--- config.mk ---
export PLATFORM = sky130hd
export DESIGN_NAME = agc_level_ctrl
export DESIGN_NICKNAME = d
export VERILOG_FILES = /design/src/rtl/agc_level_ctrl.sv
export SDC_FILE = /design/constraint.sdc
export NUM_CORES = 1
export LEC_CHECK = 0
export CORE_UTILIZATION = 57
export DETAILED_ROUTE_END_ITERATION = 10
export PLACE_DENSITY = 0.88
export SLEW_MARGIN = 20
export SYNTH_ARGS = -nofsm -noshare
export SYNTH_HDL_FRONTEND = slang
export SYNTH_SLANG_ARGS = --single-unit
--- constraint.sdc ---
create_clock -name clk -period 5.3 [get_ports clk]
set_input_delay 0.53 -clock clk [delete_from_list [all_inputs] [get_ports clk]]
set_output_delay 0.53 -clock clk [all_outputs]
set_load 0.02 [all_outputs]
--- src/rtl/agc_level_ctrl.sv ---
`default_nettype none
// ============================================================================
// agc_level_ctrl : windowed peak-detect AGC stepping the amplifier gain code
// Optional macro AGC_FAST_ATTACK_EN : full-scale sample aborts the window.
// Revision 1.0
// ============================================================================
module agc_level_ctrl #(
  parameter int DW        = 12,
  parameter int WIN_LOG2  = 8,
  parameter int GW        = 6,
  parameter int TARGET    = 1024,
  parameter int HYST      = 128,
  parameter int SETTLE    = 64,
  parameter int GAIN_INIT = 32
) (
  input  logic          clk,
  input  logic          rst_n,
  input  logic          enable,
  input  logic          s_valid,
  input  logic [DW-1:0] s_data,
  output logic          s_ready,
  output logic [GW-1:0] gain_code,
  output logic          gain_valid,
  output logic [DW-2:0] peak,
  output logic          overload,
  output logic          busy
);

  localparam logic [1:0] ST_IDLE   = 2'd0;
  localparam logic [1:0] ST_ACQ    = 2'd1;
  localparam logic [1:0] ST_UPDATE = 2'd2;
  localparam logic [1:0] ST_HOLD   = 2'd3;

  localparam int HOLD_W = (SETTLE > 1) ? $clog2(SETTLE) : 1;

  localparam logic [DW-1:0]       FS_POS    = {1'b0, {(DW-1){1'b1}}};
  localparam logic [DW-1:0]       FS_NEG    = {1'b1, {(DW-1){1'b0}}};
  localparam logic [DW:0]         TH_HI     = (DW+1)'(TARGET + HYST);
  localparam logic [DW:0]         TH_LO     = (HYST > TARGET) ? '0 : (DW+1)'(TARGET - HYST);
`ifdef AGC_FAST_ATTACK_EN
  localparam logic [GW:0]         OV_STEP   = (GW+1)'(4);
  localparam logic                FAST_ATK  = 1'b1;
`else
  localparam logic [GW:0]         OV_STEP   = (GW+1)'(2);
  localparam logic                FAST_ATK  = 1'b0;
`endif
  localparam logic [GW:0]         GAIN_MAX  = {1'b0, {GW{1'b1}}};
  localparam logic [GW-1:0]       GAIN_RST  = GW'(GAIN_INIT);
  localparam logic [GW-1:0]       GAIN_ONE  = GW'(1);
  localparam logic [HOLD_W-1:0]   HOLD_LAST = HOLD_W'(SETTLE - 1);
  localparam logic [HOLD_W-1:0]   HOLD_ONE  = HOLD_W'(1);
  localparam logic [WIN_LOG2-1:0] WIN_LAST  = '1;
  localparam logic [WIN_LOG2-1:0] WIN_ONE   = WIN_LOG2'(1);

  logic [1:0]          state;
  logic [WIN_LOG2-1:0] win_cnt;
  logic [DW-2:0]       run_peak;
  logic                win_ovl;
  logic [HOLD_W-1:0]   hold_cnt;

  logic                accept;
  logic                full_scale;
  logic [DW-1:0]       neg_data;
  logic [DW-2:0]       mag;
  logic [DW-2:0]       peak_upd;
  logic                win_done;
  logic [GW:0]         gain_ext;
  logic [GW-1:0]       gain_next;
  logic                gain_chg;

  assign s_ready    = (state != ST_UPDATE);
  assign gain_valid = (state == ST_UPDATE);
  assign busy       = (state != ST_IDLE);
  assign accept     = s_valid && s_ready;

  // Saturating magnitude: the most negative code has no positive twin.
  assign neg_data   = -s_data;
  assign full_scale = (s_data == FS_POS) || (s_data == FS_NEG);

  always_comb begin
    mag = s_data[DW-2:0];
    if (s_data == FS_NEG) begin
      mag = FS_POS[DW-2:0];
    end else if (s_data[DW-1]) begin
      mag = neg_data[DW-2:0];
    end
  end

  assign peak_upd = (mag > run_peak) ? mag : run_peak;
  assign win_done = (win_cnt == WIN_LAST) || (FAST_ATK && full_scale);

  // Gain step decided from the completed window's peak and overload flag.
  always_comb begin
    gain_ext  = {1'b0, gain_code};
    gain_next = gain_code;
    if (win_ovl) begin
      gain_next = (gain_ext >= OV_STEP) ? GW'(gain_ext - OV_STEP) : '0;
    end else if ({2'b00, run_peak} > TH_HI) begin
      gain_next = (gain_code != '0) ? (gain_code - GAIN_ONE) : '0;
    end else if ({2'b00, run_peak} < TH_LO) begin
      gain_next = (gain_ext < GAIN_MAX) ? (gain_code + GAIN_ONE) : gain_code;
    end
  end

  assign gain_chg = (gain_next != gain_code);

  always_ff @(posedge clk) begin
    if (!rst_n) begin
      state     <= ST_IDLE;
      gain_code <= GAIN_RST;
      peak      <= '0;
      overload  <= 1'b0;
      win_cnt   <= '0;
      run_peak  <= '0;
      win_ovl   <= 1'b0;
      hold_cnt  <= '0;
    end else begin
      // A completed window is always committed, even if enable drops now.
      if (state == ST_UPDATE) begin
        peak      <= run_peak;
        overload  <= win_ovl;
        gain_code <= gain_next;
      end

      case (state)
        ST_IDLE: begin
          if (enable) begin
            state    <= ST_ACQ;
            win_cnt  <= '0;
            run_peak <= '0;
            win_ovl  <= 1'b0;
          end
        end
        ST_ACQ: begin
          if (!enable) begin
            state <= ST_IDLE;
          end else if (accept) begin
            run_peak <= peak_upd;
            win_ovl  <= win_ovl | full_scale;
            win_cnt  <= win_cnt + WIN_ONE;
            if (win_done) begin
              state <= ST_UPDATE;
            end
          end
        end
        ST_UPDATE: begin
          if (!enable) begin
            state <= ST_IDLE;
          end else if (gain_chg) begin
            state    <= ST_HOLD;
            hold_cnt <= '0;
          end else begin
            state    <= ST_ACQ;
            win_cnt  <= '0;
            run_peak <= '0;
            win_ovl  <= 1'b0;
          end
        end
        ST_HOLD: begin
          if (!enable) begin
            state <= ST_IDLE;
          end else if (hold_cnt == HOLD_LAST) begin
            state    <= ST_ACQ;
            win_cnt  <= '0;
            run_peak <= '0;
            win_ovl  <= 1'b0;
          end else begin
            hold_cnt <= hold_cnt + HOLD_ONE;
          end
        end
        default: begin
          state <= ST_IDLE;
        end
      endcase
    end
  end

endmodule
`default_nettype wire

==> reports/metrics.csv <==
metric;value;unit
synth_area_leader_cell;dfxtp_1;
synth_cell_types;62;
diodes;0;
r2r-start;gain_code[1];
synth_area;3280;um2
cts_buffer_depth;2;
core;5540;um2
drv_slew;0;
initial_utilization;59.2;%
ys_warn_count;0;
critPathCaptureType;flip-flop;
crit_fanout;19;
fin_worst_skew;4.89;ps
max_freq;0.214;GHz
synth-edff-count;0;
hold_buffers;0;
holdWs;460;ps
synthToLayoutAreaGrowth;12.7;%
fp.dieW;77.9;um
cts_buffers;5;
postCtsResizedCells;0;
h-tree-depth;2;
overflow;0;
io_buffers;36;
fp.dieH;77.9;um
power.density;197;nW/um2
yosysTopAreaCellShare;28.1;%
synth_top_flop_cell;dfxtp_1;
path_class;input pin to flip-flop;
antenna_found_initial;0;
relSlewSlack;45.0;%
min_period;4680;ps
nNetsFinal;484;
die-area;6060;um2
cts_tree;built;
via_per_inst;6.43;
clk_pin_slew;90;ps
setup_viol;0;
synth_most_common_cell;nand2_1;
grt_max_degree;38;
endpoint;run_peak[8];
synth-seq-cells;46;
worstMarginPinSlew;815;ps
grt_first_pass_wirelength;14400;um
power_leakage;1.30;nW
cp-start-kind;input pin;
synth_common_cells;nand2_1 (60), dfxtp_1 (46), a21oi_1 (44);
critPathArrivalTime;4890;ps
regToRegSetupSlack;2290;ps
num_vias;3342;
netlist_top_cells_area;dfxtp_1 (28%), ha_1 (8.0%), nand2_1 (6.9%);
grt_pass1_vias;3156;
hold_class;flip-flop to flip-flop;
drtAntennaViolNets;0;
async_flop_share;0;%
worst_skew_pair.late_latency;300;ps
routed_wl;8480;um
clock-sinks;46;
worstRegToRegCells;7;
cts_root_buf;clkbuf_8;
startpoint;s_data[1];
dp_hpwl;6100;um
ir_drop;172;uV
status;finished, final reports clean;
drive_above_1_share;6.47;%
tns;0;ps
ys_seq_area_share;28.1;%
drcViolationCount;0;
grtUsageTotal;29.3;%
hold_viol;0;
rsz0062_at_grt;false;
cp_data_required_time;5510;ps
fin_crit_sh;88.3;%
max_cap_viol_count;0;
syn-num-nets;464;
cts_setup_buffers;0;
avgRoutedWirePerCell;16.3;um
drtIter0Drc;267;
boundaryPins;37;
dr.pass1.iters;5;
syn-mean-instance-area;7.68;um2
rows;27;
postSynthCellCount;427;
rr_endpoint;run_peak[2];
routabilityCongestion;0.926;
layer usage:
layer	GRT usage [%]	wire length [um]
met5	0	0
met1	36.0	3650
met3	5.06	408
met2	49.6	4230
met4	13.6	195
metrics by stage:
step / cell area, um2 / cells / util [%] / worst slack (ps) / power, mW
floorplan: 3280 / 427 / - / 1450 / 0.467
global placement: 3610 / 512 / 65.1 / 626 / 0.506
finish: 3700 / 520 / 66.7 / 618 / 0.729
global route: 3700 / 520 / 66.7 / 355 / 0.758
CTS: 3700 / 520 / 66.7 / 652 / 0.725
detailed placement: 3610 / 512 / 65.1 / 400 / 0.512
kinds of logic (layout without fill, tap and decap cells):
family,count (synthesis),after routing,share of synthesized area [%]
simple gates,147,147,22.5
fa+ha+maj,21,21,8.01
buf+inv,53,74,7.52
compound gates,146,146,29.8
xor+xnor,7,7,1.87
flops,46,46,28.1
mux,7,7,2.17
flip-flops by register name (all words and copies together) (netlist names):
name,flops
run_peak,11
win_cnt,8
overload,1
state,2
peak,11
hold_cnt,6
win_ovl,1
gain_code,6
area by class of cell:
cell class / count / area, um2
clock buffers: 5 / 68.8
fillers: 476 / 1840
flip-flops and latches: 46 / 921
multi-input cells: 328 / 2110
repair buffers: 39 / 383
clock inverters: 3 / 21.3
well taps: 72 / 90.1
inverters: 27 / 101
worst max-delay path, stage by stage:
cell and delay (ps):
clkdlybuf4s50_1 460, inv_1 120, ha_1 220, or4b_1 590
nor4_4 440, o41ai_1 160, mux2i_1 330, ha_1 310
nand3_1 130, nor3_1 80, or4_4 430, a21oi_2 580
a21oi_1 200, a311oi_1 300
cells in the final DEF, fill, tap and decap left out, types with 3 or more instances in the layout:
| cell type | count |
|---|---|
| nand3_1 | 12 |
| o31ai_1 | 5 |
| o21ai_0 | 23 |
| a211oi_1 | 8 |
| o311ai_0 | 4 |
| nand2b_1 | 7 |
| mux2i_1 | 6 |
| dfxtp_1 | 46 |
| nor2_1 | 20 |
| buf_4 | 3 |
| o311a_1 | 4 |
| a311oi_1 | 12 |
| clkbuf_8 | 5 |
| ha_1 | 21 |
| xor2_1 | 3 |
| nor2b_1 | 3 |
| or4_1 | 3 |
| o211ai_1 | 4 |
| nor3_1 | 15 |
| inv_1 | 26 |
| nand4_1 | 9 |
| a21oi_1 | 44 |
| o21a_1 | 6 |
| nand2_1 | 60 |
| clkdlybuf4s50_1 | 36 |
| o41ai_1 | 5 |
| xnor2_1 | 4 |
| a31oi_1 | 9 |
| and3_1 | 4 |
power breakdown:
group          switching [mW]  internal (mW)  leakage (nW)
Clock                   0.129         0.0929        0.0441
Combinational          0.0907         0.0585         0.880
Sequential            0.00913          0.349         0.371
how the worst min path moves through the flow:
| stage | start | to | slack [ps] | depth (start not counted) |
|---|---|---|---|---|
| after floorplan | win_cnt[7] | win_cnt[7] | 430 | 1 |
| after global placement | peak[9] | peak[9] | 440 | 2 |
| after detailed placement | peak[0] | peak[0] | 450 | 2 |
| after CTS | peak[0] | peak[0] | 460 | 2 |
| after global routing | peak[6] | peak[6] | 480 | 2 |
| final | peak[8] | peak[8] | 460 | 2 |
(Power assumes the default switching activity.)
